### config.mk
export PLATFORM = sky130hd
export DESIGN_NAME = topk_stream_serializer_flat
export DESIGN_NICKNAME = d
export VERILOG_FILES = /design/src/rtl/topk_stream_serializer_if.sv /design/src/rtl/topk_stream_serializer.sv /design/src/flat_wrapper.sv
export SDC_FILE = /design/constraint.sdc
export NUM_CORES = 1
export LEC_CHECK = 0
export ABC_AREA = 1
export CELL_PAD_IN_SITES_DETAIL_PLACEMENT = 0
export CELL_PAD_IN_SITES_GLOBAL_PLACEMENT = 1
export CORE_MARGIN = 5
export CORE_UTILIZATION = 47
export DETAILED_ROUTE_END_ITERATION = 7
export PLACE_DENSITY = 0.88
export SLEW_MARGIN = 20
export SYNTH_ARGS = -nofsm -noshare
export SYNTH_HDL_FRONTEND = slang
export SYNTH_SLANG_ARGS = --single-unit
### constraint.sdc
create_clock -name clk -period 10 [get_ports clk]
set_clock_uncertainty 0.15 [all_clocks]
set_input_delay 2 -clock clk [delete_from_list [all_inputs] [get_ports clk]]
set_output_delay 2 -clock clk [all_outputs]
set_load 0.1 [all_outputs]
### src/rtl/topk_stream_serializer_if.sv
// Bundle of all non-clock signals of topk_stream_serializer.
//   slave  modport : used by the serializer itself.
//   master modport : used by whoever drives frames in and consumes the stream.
// Signals:
//   in_valid / in_data          one-cycle frame strobe and K x 16-bit signed frame
//   out_valid/out_ready         element stream handshake
//   out_data/out_idx/out_last   element value, its position in the frame, last flag
//   level                       frames buffered (including a partially drained head)
//   overflow/drop_cnt/ovf_clr   sticky drop flag, saturating drop count, clear strobe
interface topk_stream_serializer_if #(
    parameter int M     = 3,
    parameter int DEPTH = 4
);
    localparam int K  = 1 << M;
    localparam int LW = $clog2(DEPTH) + 1;

    logic                 in_valid;
    logic [K*16-1:0]      in_data;
    logic                 out_valid;
    logic                 out_ready;
    logic signed [15:0]   out_data;
    logic [M-1:0]         out_idx;
    logic                 out_last;
    logic [LW-1:0]        level;
    logic                 overflow;
    logic [7:0]           drop_cnt;
    logic                 ovf_clr;

    modport slave (
        input  in_valid, in_data, out_ready, ovf_clr,
        output out_valid, out_data, out_idx, out_last, level, overflow, drop_cnt
    );

    modport master (
        output in_valid, in_data, out_ready, ovf_clr,
        input  out_valid, out_data, out_idx, out_last, level, overflow, drop_cnt
    );
endinterface

### src/rtl/topk_stream_serializer.sv
// Frame-to-element serializer behind a partial sorter.
// Whole K-element frames arrive as single-cycle strobes with no backpressure;
// they are held in a DEPTH-entry circular frame FIFO and streamed out one
// 16-bit signed element per transfer, element 0 first. Frames arriving while
// the FIFO is full (and no head pop happens that cycle) are dropped and counted.
// Ports:
//   clk    rising-edge clock
//   rst_n  asynchronous active-low reset
//   bus    topk_stream_serializer_if.slave (frame input, element stream, status)
module topk_stream_serializer #(
    parameter int M     = 3,
    parameter int DEPTH = 4
) (
    input  logic                          clk,
    input  logic                          rst_n,
    topk_stream_serializer_if.slave       bus
);
    localparam int K      = 1 << M;
    localparam int DATA_W = 16;
    localparam int PW     = $clog2(DEPTH);
    localparam int LW     = PW + 1;
    localparam logic [M-1:0]  LAST_IDX = M'(K - 1);
    localparam logic [LW-1:0] FULL_LVL = LW'(DEPTH);

    function automatic logic [7:0] sat_inc8(input logic [7:0] v);
        return (v == 8'hFF) ? v : v + 8'd1;
    endfunction

    // Frame storage carries no reset; validity is tracked by level_q alone.
    logic [K*DATA_W-1:0] mem_q [DEPTH];

    logic [PW-1:0] wr_ptr_q, wr_ptr_d;
    logic [PW-1:0] rd_ptr_q, rd_ptr_d;
    logic [M-1:0]  elem_q,   elem_d;
    logic [LW-1:0] level_q,  level_d;
    logic          ovf_q,    ovf_d;
    logic [7:0]    drop_q,   drop_d;

    logic vld, xfer, pop, full, wr, drop;
    logic [K*DATA_W-1:0]      head_frame;
    logic signed [DATA_W-1:0] head_elem;

    assign vld  = (level_q != '0);
    assign xfer = vld & bus.out_ready;
    assign pop  = xfer & (elem_q == LAST_IDX);
    assign full = (level_q == FULL_LVL);
    // A pop in the same cycle frees the head slot, so a full FIFO can still accept.
    assign wr   = bus.in_valid & (~full | pop);
    assign drop = bus.in_valid & full & ~pop;

    always_comb begin
        wr_ptr_d = wr_ptr_q;
        rd_ptr_d = rd_ptr_q;
        elem_d   = elem_q;
        level_d  = level_q;
        ovf_d    = ovf_q;
        drop_d   = drop_q;

        if (wr)   wr_ptr_d = wr_ptr_q + PW'(1);
        if (pop)  rd_ptr_d = rd_ptr_q + PW'(1);
        if (xfer) elem_d   = pop ? '0 : elem_q + M'(1);

        case ({wr, pop})
            2'b10:   level_d = level_q + LW'(1);
            2'b01:   level_d = level_q - LW'(1);
            default: level_d = level_q;
        endcase

        // A drop wins over a clear: the counter restarts at 1, not 0.
        if (drop) begin
            ovf_d  = 1'b1;
            drop_d = bus.ovf_clr ? 8'd1 : sat_inc8(drop_q);
        end else if (bus.ovf_clr) begin
            ovf_d  = 1'b0;
            drop_d = 8'd0;
        end
    end

    always_ff @(posedge clk or negedge rst_n) begin
        if (!rst_n) begin
            wr_ptr_q <= '0;
            rd_ptr_q <= '0;
            elem_q   <= '0;
            level_q  <= '0;
            ovf_q    <= 1'b0;
            drop_q   <= 8'd0;
        end else begin
            wr_ptr_q <= wr_ptr_d;
            rd_ptr_q <= rd_ptr_d;
            elem_q   <= elem_d;
            level_q  <= level_d;
            ovf_q    <= ovf_d;
            drop_q   <= drop_d;
        end
    end

    always_ff @(posedge clk) begin
        if (wr) mem_q[wr_ptr_q] <= bus.in_data;
    end

    assign head_frame = mem_q[rd_ptr_q];
    assign head_elem  = head_frame[{elem_q, 4'b0000} +: DATA_W];

    // Outputs are forced to zero whenever nothing is buffered, which also
    // zeroes them immediately when rst_n drops.
    assign bus.out_valid = vld;
    assign bus.out_data  = vld ? head_elem : '0;
    assign bus.out_idx   = vld ? elem_q : '0;
    assign bus.out_last  = vld & (elem_q == LAST_IDX);
    assign bus.level     = level_q;
    assign bus.overflow  = ovf_q;
    assign bus.drop_cnt  = drop_q;
endmodule

### src/flat_wrapper.sv
// flat-port wrapper written by rule: the top's interface ports become plain ports
module topk_stream_serializer_flat 
#(
    parameter int M     = 3,
    parameter int DEPTH = 4
)
  (clk, rst_n, bus_in_valid, bus_in_data, bus_out_ready, bus_ovf_clr, bus_out_valid, bus_out_data, bus_out_idx, bus_out_last, bus_level, bus_overflow, bus_drop_cnt);
  topk_stream_serializer_if #(.M(M), .DEPTH(DEPTH)) bus_i ();
  input  logic clk;
  input  logic rst_n;
  input wire logic [$bits(bus_i.in_valid)-1:0] bus_in_valid;
  input wire logic [$bits(bus_i.in_data)-1:0] bus_in_data;
  input wire logic [$bits(bus_i.out_ready)-1:0] bus_out_ready;
  input wire logic [$bits(bus_i.ovf_clr)-1:0] bus_ovf_clr;
  output wire logic [$bits(bus_i.out_valid)-1:0] bus_out_valid;
  output wire logic [$bits(bus_i.out_data)-1:0] bus_out_data;
  output wire logic [$bits(bus_i.out_idx)-1:0] bus_out_idx;
  output wire logic [$bits(bus_i.out_last)-1:0] bus_out_last;
  output wire logic [$bits(bus_i.level)-1:0] bus_level;
  output wire logic [$bits(bus_i.overflow)-1:0] bus_overflow;
  output wire logic [$bits(bus_i.drop_cnt)-1:0] bus_drop_cnt;
  assign bus_i.in_valid = bus_in_valid;
  assign bus_i.in_data = bus_in_data;
  assign bus_i.out_ready = bus_out_ready;
  assign bus_i.ovf_clr = bus_ovf_clr;
  assign bus_out_valid = bus_i.out_valid;
  assign bus_out_data = bus_i.out_data;
  assign bus_out_idx = bus_i.out_idx;
  assign bus_out_last = bus_i.out_last;
  assign bus_level = bus_i.level;
  assign bus_overflow = bus_i.overflow;
  assign bus_drop_cnt = bus_i.drop_cnt;
  topk_stream_serializer #(.M(M), .DEPTH(DEPTH)) u_core (.clk(clk), .rst_n(rst_n), .bus(bus_i));
endmodule
==> run_results.csv, run 1 <==
group,metric,value,unit
min_path,hp-class,"register to register",
synth,yosys_warnings,0,
clock_tree,insertion_delay,580,ps
pwr,p_sw_share,42.8,%
pwr,power_leakage,9.40,nW
synth,synth_edf_count,512,
clock_tree,root_buffer,"clkbuf_16",
grt,grt.overflow.total,0,
clock_tree,cts_sinks,531,
timing,rsz0062_at_grt,"no",
floorplan,die_w,226,um
synth,synth_seq_cells,531,
floorplan,placementRows,79,
final_layout,fin_util,54.8,%
synth,syn_inst,1869,
final_layout,fin_cells,2643,
worst_setup_path,path_buf_inv,3,
synth,ys_types,30,
timing,fin_ws,3010,ps
routing,wirelength,54.1,mm
final_layout,fin_area,25400,um2
routing,antenna_left,0,
pwr,p_int,4.79,mW
timing,finalSetupViolCount,0,
pwr,p_per_area,330,nW/um2
floorplan,core-area,46300,um2
clock_tree,cts_tree,"done",
timing,hold_viol,0,
placed_design,gp_congestion,0.793,
floorplan,die_h,226,um
worst_setup_path,arrival,4840,ps
outcome,status,"completed",
clock_tree,cts_buffers,53,
pwr,seqPwrFrac,37.4,%
final_layout,n_antenna_cell,0,
worst_setup_path,path_class,"register to output pin",
clock_tree,ctsResizeCount,0,
routing,dr.pass1.iters,6,
final_layout,fillers,3810,
timing,finalMaxSlewViolations,0,
routing,drt-vias-per-instance,5.46,
worst_setup_path,path_max_fanout,67,
worst_setup_path,path_common_cell,"nand2_1",
timing,fmax,0.143,GHz
final_layout,nets,2140,
pwr,p_clk_share,21.9,%
timing,period_needed,6990,ps
final_layout,syn2layout_area_growth,16.0,%
grt,grt_pass1_vias,13900,
timing,tightestPinTransition,1100,ps
synth,syn_nets,2010,
worst_setup_path,crit_family,"buffers and inverters",
clock_tree,clkTransAtPathRegs,60,ps
worst_setup_path,crit_slowest_cell,"clkdlybuf4s50_1",
placed_design,pre_cts_slack,3500,ps
placed_design,numPortBuffers,165,
worst_setup_path,cp_slowest_stage_delay,1160,ps
worst_setup_path,path_cells,"buf_4 -> buf_4 -> nand2_1 -> nand3_1 -> nand3_1 -> nand2_1 -> nand2_1 -> nand2_1 -> nand2_1 -> nand2_1 -> clkdlybuf4s50_1",
clock_tree,cts_htree_levels,2,
grt,grt_max_degree,148,
synth,ys.flop_type,"edfxtp_1",
clock_tree,cts.path.max_buffers,3,
timing,setup-tns-final,0,ps
grt,antenna_found_initial,7,
pwr,ir_worst_vdd,0.560,mV
grt,grt_util_all_layers,21.0,%
placed_design,place_area,23800,um2
grt,grt_pass1_wl,81.9,mm
worst_setup_path,startpoint_type,"register",
pwr,finalPower,8.38,mW
timing,whs,337,ps
routing,route.vias.total,14400,
timing,slew_headroom,26.5,%
placed_design,dp.cells,2551,
worst_setup_path,endpoint_kind,"output pin",
clock_tree,cts_setup_buffers,0,
synth,synthArstFlopShare,3.58,%
placed_design,hpwl,31.7,mm
timing,min_period_over_period,69.9,%
job,cap_violations,0,
floorplan,ios,166,
final_layout,drive_gt1_share,5.75,%
floorplan,start_util,47.3,%
routing,post-route-drc-count,0,
floorplan,die-area,50900,um2
pwr,p_switching,3.59,mW
synth,syn_area,21900,um2
clock_tree,hold_buffers,0,
synth,synth_area_per_cell,11.7,um2
routing,drt_iter0_markers,1428,
worst_setup_path,crit_required,7850,ps
pwr,pwr-share-comb,40.7,%
routing,wl_per_cell,20.5,um
synth,seq_area_frac_synth,72.5,%
[power groups by stage]
stage	combinational (mW)	sequential [mW]	clock, mW
floorplan	2.50	3.20	0
global placement	3.38	3.17	0
detailed placement	3.42	3.18	0
CTS	3.43	3.14	1.86
global route	3.71	3.17	1.97
finish	3.41	3.14	1.83
[kinds of logic (layout without fill, tap and decap cells)]
family	count (synthesis)	count (layout)	synth area share, %
adders and majority gates	8	8	0.492
and+or+nand+nor	1170	1170	22.7
AOI/OAI and AO/OA	16	16	0.418
DFF	531	531	72.5
buffers and inverters	139	306	3.71
xor gates and xnor gates	5	5	0.200
[synthesized netlist by cell type (2+ instances only)]
cell type,count,area [um2]
nand3_1,399,2000
nand2_4,2,22.5
buf_6,20,225
buf_2,48,240
dfrtp_1,19,475
o21ai_0,11,55.1
nand4_1,4,25.0
inv_1,24,90.1
buf_1,7,26.3
buf_4,20,150
inv_2,4,15.0
a21oi_1,3,15.0
xor2_1,5,43.8
nor2_1,14,52.6
clkbuf_1,14,52.6
nand2_2,3,18.8
nand2_1,740,2780
ha_1,7,87.6
nor2_2,3,18.8
edfxtp_1,512,15400
[path summary, 6_finish.rpt]
path / startpoint / end / slack (ps) / depth (start not counted)
max: u_core.rd_ptr_q[0]$_DFFE_PN0N_ / bus_out_data[12] / 3010 / 11
min: u_core.bus.overflow$_DFFE_PN0P_ / u_core.bus.overflow$_DFFE_PN0P_ / 340 / 2
max reg2reg: u_core.elem_q[0]$_DFFE_PN0P_ / u_core.mem_q[0][40]$_DFFE_PP_ / 5790 / 8
min reg2reg: u_core.bus.overflow$_DFFE_PN0P_ / u_core.bus.overflow$_DFFE_PN0P_ / 340 / 2
max in group asynchronous: rst_n / u_core.rd_ptr_q[0]$_DFFE_PN0N_ / 7240 / 1
min in group asynchronous: rst_n / u_core.bus.drop_cnt[4]$_DFFE_PN0P_ / 1790 / 1
[layer usage]
| metal | track usage [%] | wire length, um | vias to the layer above | share of wire [%] |
|---|---|---|---|---|
| met4 | 6.17 | 1230 | 6 | 2.3 |
| li1 | - | - | 6743 | - |
| met5 | 0 | 34 | - | 0.063 |
| met3 | 3.51 | 4290 | 80 | 7.9 |
| met1 | 30.3 | 22800 | 7026 | 42 |
| met2 | 33.4 | 25700 | 574 | 48 |
[final cells by class]
class / instances / area, um2 / share of cell area [%]
clock buffers: 58 / 1350 / 5.30
clock inverters: 34 / 249 / 0.982
inverters: 30 / 126 / 0.498
multi-input cells: 1199 / 5230 / 20.6
flip-flops and latches: 531 / 15900 / 62.5
well taps: 607 / 759 / 2.99
repair buffers: 184 / 1790 / 7.07
[worst reg2reg max path: cells and delay by family, from the launching register on]
kind                       cells  cell delay (ps)
AOI/OAI and AO/OA              1              130
buffers and inverters          3             1860
adders and majority gates      2              480
and+or+nand+nor                2              250
DFF                            1              880
[sequential cells by signal, summed over array words and instances (netlist names)]
signal,count
u_core.mem_q,512
u_core.elem_q,3
u_core.wr_ptr_q,2
u_core.bus.level,3
u_core.rd_ptr_q,2
u_core.bus.drop_cnt,8
u_core.bus.overflow,1
[cells in the final DEF, fill, tap and decap left out, types with 5 or more instances in the layout]
master and count:
clkinv_2 10, nor2_1 10, inv_1 22, clkbuf_16 53, nor2_4 5, ha_1 7
clkbuf_1 5, dfrtp_1 16, xor2_1 5, clkdlybuf4s50_1 165, nand3_1 399, edfxtp_1 512
o21ai_0 11, buf_4 19, nand2_1 740, clkinv_1 16
(Power assumes the default switching activity.)
==> run 2: changes to the inputs <==
--- a/config.mk
+++ b/config.mk
@@ -9,9 +9,9 @@
 export CELL_PAD_IN_SITES_DETAIL_PLACEMENT = 0
 export CELL_PAD_IN_SITES_GLOBAL_PLACEMENT = 1
 export CORE_MARGIN = 5
-export CORE_UTILIZATION = 47
+export CORE_UTILIZATION = 43
 export DETAILED_ROUTE_END_ITERATION = 7
-export PLACE_DENSITY = 0.88
+export PLACE_DENSITY = 0.85
 export SLEW_MARGIN = 20
 export SYNTH_ARGS = -nofsm -noshare
 export SYNTH_HDL_FRONTEND = slang
==> constraint.sdc (replaced) <==
create_clock -name clk -period 5.7 [get_ports clk]
set_clock_uncertainty 0.15 [all_clocks]
set_input_delay 1.14 -clock clk [delete_from_list [all_inputs] [get_ports clk]]
set_output_delay 1.14 -clock clk [all_outputs]
set_load 0.1 [all_outputs]
==> run 2 against run 1 <==
- cell count grew 3.4%
- hold slack better by 27 ps
- die area rose by 8.9%
- register-to-register slack got worse by 3400 ps
- critical path depth is the same
- highest routed layer unchanged
==> run_results.csv, run 2 (same netlist as run 1, synthesis figures left out) <==
group,metric,value,unit
outcome,status,"completed",
clock_tree,cts_setup_buffers,0,
worst_setup_path,crit_required,4410,ps
timing,rsz0062_at_grt,"no",
floorplan,placementRows,82,
clock_tree,cts.path.max_buffers,3,
final_layout,syn2layout_area_growth,17.9,%
worst_setup_path,path_common_cell,"nand2_1",
min_path,hp-class,"register to register",
placed_design,pre_cts_slack,1370,ps
floorplan,die_h,235,um
grt,grt_util_all_layers,19.4,%
timing,min_period_over_period,88.1,%
worst_setup_path,crit_slowest_cell,"dfrtp_4",
placed_design,hpwl,33.2,mm
routing,dr.pass1.iters,6,
final_layout,layout_common_cells,"nand2_1, edfxtp_1, nand3_1",
grt,grt_max_degree,129,
pwr,p_per_area,583,nW/um2
timing,fin_ws,679,ps
final_layout,final_common_cell,"nand2_1",
worst_setup_path,cp_slowest_stage_delay,740,ps
final_layout,largest_reg_flops,512,
grt,antenna_found_initial,15,
routing,drt-vias-per-instance,5.32,
floorplan,die-area,55500,um2
placed_design,gp_congestion,0.752,
floorplan,ios,166,
clock_tree,ctsResizeCount,0,
timing,setup-tns-final,0,ps
final_layout,largest-register,"u_core.mem_q",
clock_tree,cts_buffers,53,
clock_tree,insertion_delay,600,ps
final_layout,multi_input_area,5230,um2
timing,tightestPinTransition,1080,ps
timing,hold_viol,0,
worst_setup_path,crit_family,"buffers and inverters",
routing,wirelength,55.7,mm
routing,route.vias.total,14500,
worst_setup_path,arrival,3730,ps
final_layout,fin_util,51.3,%
job,cap_violations,0,
worst_setup_path,endpoint_kind,"output pin",
worst_setup_path,path_buf_inv,3,
routing,wl_per_cell,20.4,um
pwr,power_leakage,9.58,nW
final_layout,drive_gt1_share,7.40,%
routing,antenna_left,0,
final_layout,fillers,4225,
routing,drt_iter0_markers,1394,
final_layout,fin_cells,2732,
pwr,ir_worst_vdd,0.707,mV
worst_setup_path,startpoint_type,"register",
clock_tree,hold_buffers,0,
grt,grt_pass1_vias,13900,
pwr,finalPower,15.0,mW
timing,slew_headroom,28.2,%
timing,period_needed,5020,ps
timing,finalSetupViolCount,0,
worst_setup_path,path_max_fanout,78,
worst_setup_path,path_cells,"inv_6 -> buf_4 -> nand2_1 -> nand3_1 -> nand3_1 -> nand2_1 -> nand2_1 -> nand2_1 -> nand2_1 -> nand2_1 -> buf_4",
final_layout,seq_area,15900,um2
clock_tree,cts_htree_levels,2,
timing,finalMaxSlewViolations,0,
timing,fmax,0.199,GHz
floorplan,die_w,235,um
placed_design,dp.cells,2627,
worst_setup_path,path_class,"register to output pin",
clock_tree,cts_tree,"done",
placed_design,numPortBuffers,165,
clock_tree,clkTransAtPathRegs,60,ps
floorplan,start_util,43.5,%
clock_tree,cts_sinks,531,
grt,grt_pass1_wl,84.2,mm
grt,grt.overflow.total,0,
floorplan,core-area,50300,um2
routing,post-route-drc-count,0,
final_layout,nets,2152,
clock_tree,root_buffer,"clkbuf_16",
run 2: changes by cell type in the layout (fill, tap and decap cells not counted):
cell,delta
buf_12,+10
buf_4,+20
bufinv_16,+3
clkbuf_1,+1
clkbuf_16,+2
clkdlybuf4s50_1,-18
clkinv_2,-3
clkinvlp_4,+2
diode_2,+6
inv_2,+1
inv_6,+1
inv_8,-1
run 2: final timing paths:
| check | cells past startpoint | to | slack, ps | from |
|---|---|---|---|---|
| setup / recovery | 11 | bus_out_data[14] | 680 | u_core.rd_ptr_q[0]$_DFFE_PN0N_ |
| hold / removal | 2 | u_core.bus.overflow$_DFFE_PN0P_ | 360 | u_core.bus.overflow$_DFFE_PN0P_ |
| setup reg to reg | 8 | u_core.mem_q[3][102]$_DFFE_PP_ | 2390 | u_core.elem_q[1]$_DFFE_PN0P_ |
| hold reg to reg | 2 | u_core.bus.overflow$_DFFE_PN0P_ | 360 | u_core.bus.overflow$_DFFE_PN0P_ |
| max in group asynchronous | 1 | u_core.rd_ptr_q[0]$_DFFE_PN0N_ | 3790 | rst_n |
| min in group asynchronous | 1 | u_core.wr_ptr_q[0]$_DFFE_PN0P_ | 920 | rst_n |
run 2: per-stage QoR:
step	hold WS, ps	cell area, um2
finish	363	25800
global route	408	25800
CTS	377	25700
detailed placement	316	24000
global placement	315	24000
floorplan	407	21900
run 2: area by class of cell:
cell class | instances | share of cell area (%)
Sequential cell | 531 | 61.5
Timing Repair Buffer | 196 | 7.62
Multi-Input combinational cell | 1199 | 20.3
Clock inverter | 37 | 1.33
Antenna cell | 6 | 0.0582
Tap cell | 672 | 3.26
Clock buffer | 61 | 5.43
Inverter | 30 | 0.476
run 2: tightest hold or removal path, cell delays in order (launching register included):
cell and delay, ps:
dfrtp_1 350, nand2_1 70, nand2_1 60
run 2: layer usage:
layer	wire length (um)	vias to the layer above	global-route usage [%]
met5	111	-	0
met1	23900	7146	27.8
met4	1190	18	4.71
met2	25700	482	30.0
li1	-	6791	-
met3	4780	96	5.03
run 2: where the power goes:
group	leakage (nW)	internal, mW	switching, mW
combinational	3.81	1.47	4.67
sequential	4.93	5.13	0.276
clock	0.839	2.03	1.45
